### src/rtl/axi_slv_req_arb.sv
// rtl/axi_slv_req_arb.sv - two-requester round-robin arbiter with burst lock and response timeout
module axi_slv_req_arb #(
  parameter int abits          = 48,
  parameter int dbits          = 64,
  parameter int timeout_cycles = 1024
) (
  input  logic               i_clk,
  input  logic               i_nrst,
  input  logic               i_m0_req_valid,
  input  logic [abits-1:0]   i_m0_req_addr,
  input  logic               i_m0_req_write,
  input  logic [dbits-1:0]   i_m0_req_wdata,
  input  logic [dbits/8-1:0] i_m0_req_wstrb,
  input  logic [7:0]         i_m0_req_bytes,
  input  logic               i_m0_req_last,
  output logic               o_m0_req_ready,
  output logic               o_m0_resp_valid,
  output logic [dbits-1:0]   o_m0_resp_rdata,
  output logic               o_m0_resp_err,
  input  logic               i_m1_req_valid,
  input  logic [abits-1:0]   i_m1_req_addr,
  input  logic               i_m1_req_write,
  input  logic [dbits-1:0]   i_m1_req_wdata,
  input  logic [dbits/8-1:0] i_m1_req_wstrb,
  input  logic [7:0]         i_m1_req_bytes,
  input  logic               i_m1_req_last,
  output logic               o_m1_req_ready,
  output logic               o_m1_resp_valid,
  output logic [dbits-1:0]   o_m1_resp_rdata,
  output logic               o_m1_resp_err,
  output logic               o_req_valid,
  output logic [abits-1:0]   o_req_addr,
  output logic               o_req_write,
  output logic [dbits-1:0]   o_req_wdata,
  output logic [dbits/8-1:0] o_req_wstrb,
  output logic [7:0]         o_req_bytes,
  output logic               o_req_last,
  input  logic               i_req_ready,
  input  logic               i_resp_valid,
  input  logic [dbits-1:0]   i_resp_rdata,
  input  logic               i_resp_err
);

  localparam bit          TMO_EN   = (timeout_cycles != 0);
  localparam logic [15:0] TMO_LAST = 16'(timeout_cycles - 1);

  logic        r_wait_resp;
  logic        r_owner;
  logic        r_locked;
  logic        r_beat_last;
  logic        r_prio;
  logic        r_hold;
  logic        r_hold_sel;
  logic [15:0] r_tmo_cnt;

  logic             w_sel;
  logic             w_accept;
  logic             w_resp;
  logic             w_tmo;
  logic             w_done;
  logic [dbits-1:0] w_rdata;
  logic             w_err;

  // A refused beat pins the grant so the target never sees the request switch under it.
  always_comb begin
    w_sel = 1'b0;
    if (r_hold)
      w_sel = r_hold_sel;
    else if (r_locked)
      w_sel = r_owner;
    else if (i_m0_req_valid && i_m1_req_valid)
      w_sel = r_prio;
    else
      w_sel = i_m1_req_valid;
  end

  assign o_req_valid = (w_sel ? i_m1_req_valid : i_m0_req_valid) & ~r_wait_resp;
  assign o_req_addr  = w_sel ? i_m1_req_addr  : i_m0_req_addr;
  assign o_req_write = w_sel ? i_m1_req_write : i_m0_req_write;
  assign o_req_wdata = w_sel ? i_m1_req_wdata : i_m0_req_wdata;
  assign o_req_wstrb = w_sel ? i_m1_req_wstrb : i_m0_req_wstrb;
  assign o_req_bytes = w_sel ? i_m1_req_bytes : i_m0_req_bytes;
  assign o_req_last  = w_sel ? i_m1_req_last  : i_m0_req_last;

  assign o_m0_req_ready = ~w_sel & i_req_ready & ~r_wait_resp;
  assign o_m1_req_ready =  w_sel & i_req_ready & ~r_wait_resp;

  assign w_accept = o_req_valid & i_req_ready;
  assign w_resp   = r_wait_resp & i_resp_valid;
  assign w_tmo    = TMO_EN && r_wait_resp && !i_resp_valid && (r_tmo_cnt == TMO_LAST);
  assign w_done   = w_resp | w_tmo;
  assign w_rdata  = w_resp ? i_resp_rdata : '0;
  assign w_err    = w_tmo | (w_resp & i_resp_err);

  assign o_m0_resp_valid = w_done & ~r_owner;
  assign o_m1_resp_valid = w_done &  r_owner;
  assign o_m0_resp_rdata = o_m0_resp_valid ? w_rdata : '0;
  assign o_m1_resp_rdata = o_m1_resp_valid ? w_rdata : '0;
  assign o_m0_resp_err   = o_m0_resp_valid & w_err;
  assign o_m1_resp_err   = o_m1_resp_valid & w_err;

  always_ff @(posedge i_clk) begin
    if (!i_nrst) begin
      r_wait_resp <= 1'b0;
      r_owner     <= 1'b0;
      r_locked    <= 1'b0;
      r_beat_last <= 1'b0;
      r_prio      <= 1'b0;
      r_hold      <= 1'b0;
      r_hold_sel  <= 1'b0;
      r_tmo_cnt   <= 16'd0;
    end else if (r_wait_resp) begin
      if (w_resp) begin
        r_wait_resp <= 1'b0;
        r_tmo_cnt   <= 16'd0;
        if (r_beat_last) begin
          r_locked <= 1'b0;
          r_prio   <= ~r_owner;
        end
      end else if (w_tmo) begin
        // A timed-out beat aborts the rest of its burst.
        r_wait_resp <= 1'b0;
        r_tmo_cnt   <= 16'd0;
        r_locked    <= 1'b0;
        r_prio      <= ~r_owner;
      end else begin
        r_tmo_cnt <= r_tmo_cnt + 16'd1;
      end
    end else begin
      r_tmo_cnt <= 16'd0;
      if (w_accept) begin
        r_owner     <= w_sel;
        r_wait_resp <= 1'b1;
        r_beat_last <= o_req_last;
        r_locked    <= ~o_req_last;
        r_hold      <= 1'b0;
      end else if (o_req_valid) begin
        r_hold     <= 1'b1;
        r_hold_sel <= w_sel;
      end
    end
  end

endmodule

### config.mk
export PLATFORM = sky130hd
export DESIGN_NAME = axi_slv_req_arb
export DESIGN_NICKNAME = d
export VERILOG_FILES = /design/src/rtl/axi_slv_req_arb.sv
export SDC_FILE = /design/constraint.sdc
export NUM_CORES = 1
export LEC_CHECK = 0
export ABC_AREA = 1
export ABC_CLOCK_PERIOD_IN_PS = 1700
export BUFFER_PORTS_ARGS = -buffer_cell sky130_fd_sc_hd__clkbuf_2
export CAP_MARGIN = 20
export CELL_PAD_IN_SITES_DETAIL_PLACEMENT = 0
export CELL_PAD_IN_SITES_GLOBAL_PLACEMENT = 1
export CORE_AREA = 4 4 228 230
export CTS_CLUSTER_DIAMETER = 120
export CTS_CLUSTER_SIZE = 40
export DETAILED_ROUTE_END_ITERATION = 10
export DIE_AREA = 0 0 232 234
export GPL_TIMING_DRIVEN = 0
export PLACE_DENSITY = 0.45
export SETUP_SLACK_MARGIN = 0.4
export SKIP_LAST_GASP = 1
export SLEW_MARGIN = 15
export SYNTH_ARGS = -nofsm -noshare
export SYNTH_HDL_FRONTEND = slang
export SYNTH_SLANG_ARGS = --single-unit
### constraint.sdc
create_clock -name i_clk -period 1.7 [get_ports i_clk]
set_input_delay 0.17 -clock i_clk [delete_from_list [all_inputs] [get_ports i_clk]]
set_output_delay 0.17 -clock i_clk [all_outputs]
set_load 0.05 [all_outputs]
Yosys cells after proc, flatten, opt, wreduce, memory -nomap -nowiden
Cells that the tools add are included.
{ "word_totals": {"out_inout_bits": 265, "regBits": 23, "elab_cells": 73, "inputBits": 331} }
{ "op_classes": {"mux": 27, "n_reduce_logical": 13, "bitwise": 20, "n_eq_ne": 4, "add_sub_neg": 1} }
{ "ops": {"columns": ["op", "n"], "rows": [
  ["64-bit 2-to-1 mux", 4],
  ["48-bit 2-to-1 mux", 1],
  ["1-bit 2-to-1 mux", 20],
  ["16-bit by 1-bit adder with 16-bit output, second input constant", 1],
  ["16-bit by 10-bit equality test with 1-bit output, second input constant", 1],
  ["8-bit 2-to-1 mux", 2],
  ["1-bit AND", 12],
  ["3-bit AND reduction", 3],
  ["1-bit NOT", 6],
  ["2-bit nonzero test", 3],
  ["2-bit AND reduction", 2],
  ["4-bit OR reduction", 1],
  ["1-bit logical AND", 3],
  ["3-bit by 1-bit inequality test with 1-bit output, second input constant", 1],
  ["3-bit inequality test, second input constant", 1],
  ["2-bit inequality test, second input constant", 1],
  ["1-bit bitwise OR", 2],
  ["1-bit logical NOT", 1]
]} }

Logic depth before layout (Yosys ltp)
{ "depth": {"word_depth": 9, "ltp_mapped": 11, "ltp_nobuf": 11} }

Worst setup path before layout
No wires, ideal clock.
{ "synth_path": {"path_kind": "register to output", "start": "reg r_owner", "end": "out o_m0_req_ready", "stages_incl_launch_ff": 7, "arrival_ns": 1.933, "setup_slack_ns": -0.403, "cell_sequence": "dfxtp_1 -> a21oi_1 -> nand2_1 -> nand2_2 -> inv_2 -> buf_2 -> nor3_1"} }
{ "synth_between": {"elab_chain_cells": 5} }
{ "synth_lines": {"columns": ["element", "line", "rtl"], "rows": [
  ["start, declared", "48", "logic r_owner;"],
  ["start signal, assigned", "132", "r_owner <= w_sel;"],
  ["1-bit 2-to-1 mux", "69", "else if (r_locked)"],
  ["1-bit 2-to-1 mux", "67", "if (r_hold)"],
  ["1-bit NOT", "85", "assign o_m0_req_ready = ~w_sel & i_req_ready & ~r_wait_resp;"],
  ["1-bit AND (2 in a row)", "85", null],
  ["end, declared", "16", "output logic o_m0_req_ready,"]
]} }
Every way passes these cells.

Final worst setup path
{ "layout_path": {"start": "reg r_tmo_cnt[1]", "end": "out o_m1_resp_err"} }
{ "layout_between": {"elab_chain_cells": 5, "elab_cells_between_ends": 6, "cone_classes": "1 x eq/ne; 4 x bitwise; 1 x reduce/logical"} }
{ "layout_lines": {"columns": ["element", "line", "rtl"], "rows": [
  ["start, declared", "54", "logic [15:0] r_tmo_cnt;"],
  ["start signal, assigned", "127", "r_tmo_cnt <= r_tmo_cnt + 16'd1;"],
  ["16-bit by 10-bit equality test with 1-bit output (*)", "90", "assign w_tmo = TMO_EN && r_wait_resp && !i_resp_valid && (r_tmo_cnt == TMO_LAST);"],
  ["1-bit logical AND (*)", "90", null],
  ["1-bit bitwise OR", "91", "assign w_done = w_resp | w_tmo;"],
  ["1-bit AND", "96", "assign o_m1_resp_valid = w_done & r_owner;"],
  ["1-bit AND (*)", "100", "assign o_m1_resp_err = o_m1_resp_valid & w_err;"],
  ["end, declared", "30", "output logic o_m1_resp_err,"]
]} }
Every way passes the cells marked *; elsewhere a longest branch is shown, timed or not.

==> metrics.yaml <==
clock_network:
  clock-root-buffer: "clkbuf_16"
  htree_levels: 1
  cts.sinks: 23
  insertion_delay_ns: 0.26
  cts.clk_slew.worst_paths_ns: 0.06
  cts_buffers: 3
  cts_tree: "done"
  clockBufferDepth: 2
yosys:
  synthCells: 806
  netlist_area_mm2: 0.00363
  synth_area_per_cell_um2: 4.50
  ys_seq_area_share_pct: 12.7
  yosys_warnings: 0
  ys_ff_latch: 23
  syn-num-nets: 1138
  yosys.cell_types.count: 31
sta:
  slew_headroom_pct: 65.7
  finalCriticalPeriod_ns: 2.01
  timing.hold.ws_ns: 0.323
  setup_viol: 213
  clock_skew_ns: 0.00694
  tightestPinTransition_ns: 0.514
  worst_slack_ns: -0.307
  rsz0062_at_grt: "yes"
  min_period_over_period_pct: 118
  finalMaxSlewViolations: 0
  final_hold_viol_count: 0
  fmax_mhz: 498
place:
  place_ws_ns: -0.553
  gp_congestion: 0.820
  dpl.hpwl_mm: 31.2
  io_buffers: 594
  dpl-instance-area_mm2: 0.00999
final_layout:
  diodes: 0
  nNetsFinal: 1827
  area_growth_pct: 368
  final_core_util_pct: 34.0
  final_common_cell: "clkbuf_2"
  final_cell_mix: "clkbuf_2, buf_8, nand2_8, nor2_4, nand2_4"
  final_cell_area_mm2: 0.0170
  drive_gt1_share_pct: 86.2
floorplan:
  die_y_um: 234
  rows: 82
  ioPinCount: 596
  dieArea_mm2: 0.0543
  die_x_um: 232
  start_util_pct: 7.28
  core_mm2: 0.0499
global_routing:
  grt_pass1_wl_mm: 50.6
  grt_max_degree: 14
  track_usage_pct: 12.2
  grt_pass1_vias: 7526
  antenna_found_initial: 5
  overflow: 0
critical_path:
  cp.required_ns: 1.53
  start_kind: "register"
  path_class: "register to output pin"
  critPathMaxStageDelay_ns: 0.36
  cp_slowest_cell: "dfxtp_2"
  critPathMaxFanout: 2
  path_delay_family: "simple AND/OR/NAND/NOR gates"
  crit_arrival_ns: 1.84
  cp_common_cell: "nand2_4"
  path_buf_inv: 4
  end_kind: "output pin"
  crit_chain: "ha_4, nand2_2, inv_2, nand2_4, buf_6, buf_6, nor2_4, nand3_4, nand2_4, nand2_4, nor2_4, buf_8"
detailed_routing:
  drt_first_pass_iters: 4
  ant_nets: 0
  avgRoutedWirePerCell_um: 18.8
  wirelength_mm: 40.8
  vias_per_cell: 3.65
  drt_iter0_drc: 180
  drc_errors: 0
  num_vias: 7906
run_status:
  outcome: "finished, violations left"
  violations: "negative setup slack"
power_and_ir_drop:
  powerDensity_mw_per_mm2: 686
  power_leakage_nw: 7.58
  total_power_mw: 11.6
  ir_worst_vdd_uv: 401
run:
  max_cap_violations: 0
hold_path:
  hold_path.class: "primary input to register"
==> routing by layer <==
| layer | global-route usage, % | part of all wire [%] | wire [µm] |
|---|---|---|---|
| met1 | 13.9 | 36 | 14600 |
| met4 | 0.822 | 0.84 | 344 |
| met3 | 3.55 | 7.7 | 3130 |
| met2 | 23.6 | 55 | 22600 |
| met5 | 0 | 0.18 | 72 |
==> worst register-to-register path: stages (launching register included) <==
cell	delay [ns]
dfxtp_2	0.34
nor2_1	0.08
nand2_1	0.07
nand2_2	0.11
nand2_8	0.13
buf_6	0.15
buf_6	0.10
buf_6	0.13
nand2_4	0.07
buf_6	0.09
nand2_1	0.04
o21bai_1	0.17
nand3_1	0.09
nand2_1	0.06
nor2_1	0.04
==> state kept, by name, indices dropped and copies added (netlist names) <==
signal / cells
r_tmo_cnt: 16
r_prio: 1
r_hold_sel: 1
r_wait_resp: 1
r_hold: 1
r_owner: 1
r_beat_last: 1
r_locked: 1
==> per-stage QoR <==
step                      cells  TNS, ns
after detailed placement   2072   -44.11
after floorplan             806        0
after CTS                  2115   -46.34
final                      2166   -32.41
after global placement     2072   -42.90
after global routing       2166   -48.22
==> Yosys cell counts <==
master	count	area share, %
or2_1	1	0.17
o21ai_0	6	0.83
a21oi_1	11	1.5
buf_1	5	0.52
xor2_1	1	0.24
nor3_2	2	0.55
nor3b_1	3	0.62
nor2_2	2	0.34
o211ai_1	1	0.21
nor2_4	1	0.31
nor3b_2	1	0.34
ha_1	1	0.34
nor4_1	2	0.34
nand2_2	3	0.52
xnor2_1	1	0.24
o22ai_1	1	0.17
nand3_1	9	1.2
nor2_1	149	15
buf_2	23	3.2
o21ai_1	1	0.14
nand3_2	1	0.28
buf_4	12	2.5
nor3_1	8	1.1
nand4_1	6	1.0
clkbuf_1	10	1.0
inv_1	28	2.9
a31oi_1	1	0.17
o21bai_1	1	0.21
nand2_1	489	51
inv_2	3	0.31
dfxtp_1	23	13
==> worst paths after layout <==
path,startpoint,end,slack [ns],cells past startpoint
max,r_tmo_cnt[1],o_m1_resp_err,-0.31,12
min,i_req_ready,r_wait_resp,0.32,5
max reg2reg,r_locked,r_locked,-0.08,14
min reg2reg,r_hold_sel,r_hold_sel,0.45,2
==> where the power goes <==
| part | switching, mW | total (mW) | internal (mW) | leakage, nW |
|---|---|---|---|---|
| clock network | 0.208 | 0.525 | 0.317 | 0.0409 |
| registers | 0.0144 | 0.572 | 0.558 | 0.191 |
| logic | 6.03 | 10.5 | 4.52 | 7.34 |
==> area by class of cell <==
| class | count | area, µm² |
|---|---|---|
| Sequential cell | 23 | 477 |
| Inverter | 31 | 148 |
| Clock inverter | 1 | 5.00 |
| Tap cell | 672 | 841 |
| Clock buffer | 3 | 75.1 |
| Timing Repair Buffer | 684 | 7150 |
| Fill cell | 5078 | 32900 |
| Buffer | 50 | 893 |
| Multi-Input combinational cell | 702 | 7390 |
==> what timing repair did <==
item,4_1_cts,5_1_grt
gates resized for setup,493,1265
endpoints found under the setup margin,288,288
pin swaps,34,183
cloned,10,16
hold buffers,0,0
buffers inserted,29,35
==> cell families after synthesis <==
logic type               synth area share [%]
buffers and inverters                    10.4
AND/OR/NAND/NOR                          72.8
AO/OA/AOI/OAI                            3.24
XOR/XNOR                                0.483
adder cells (fa/ha/maj)                 0.345
flip-flops                               12.7
(Power assumes the default switching activity.)
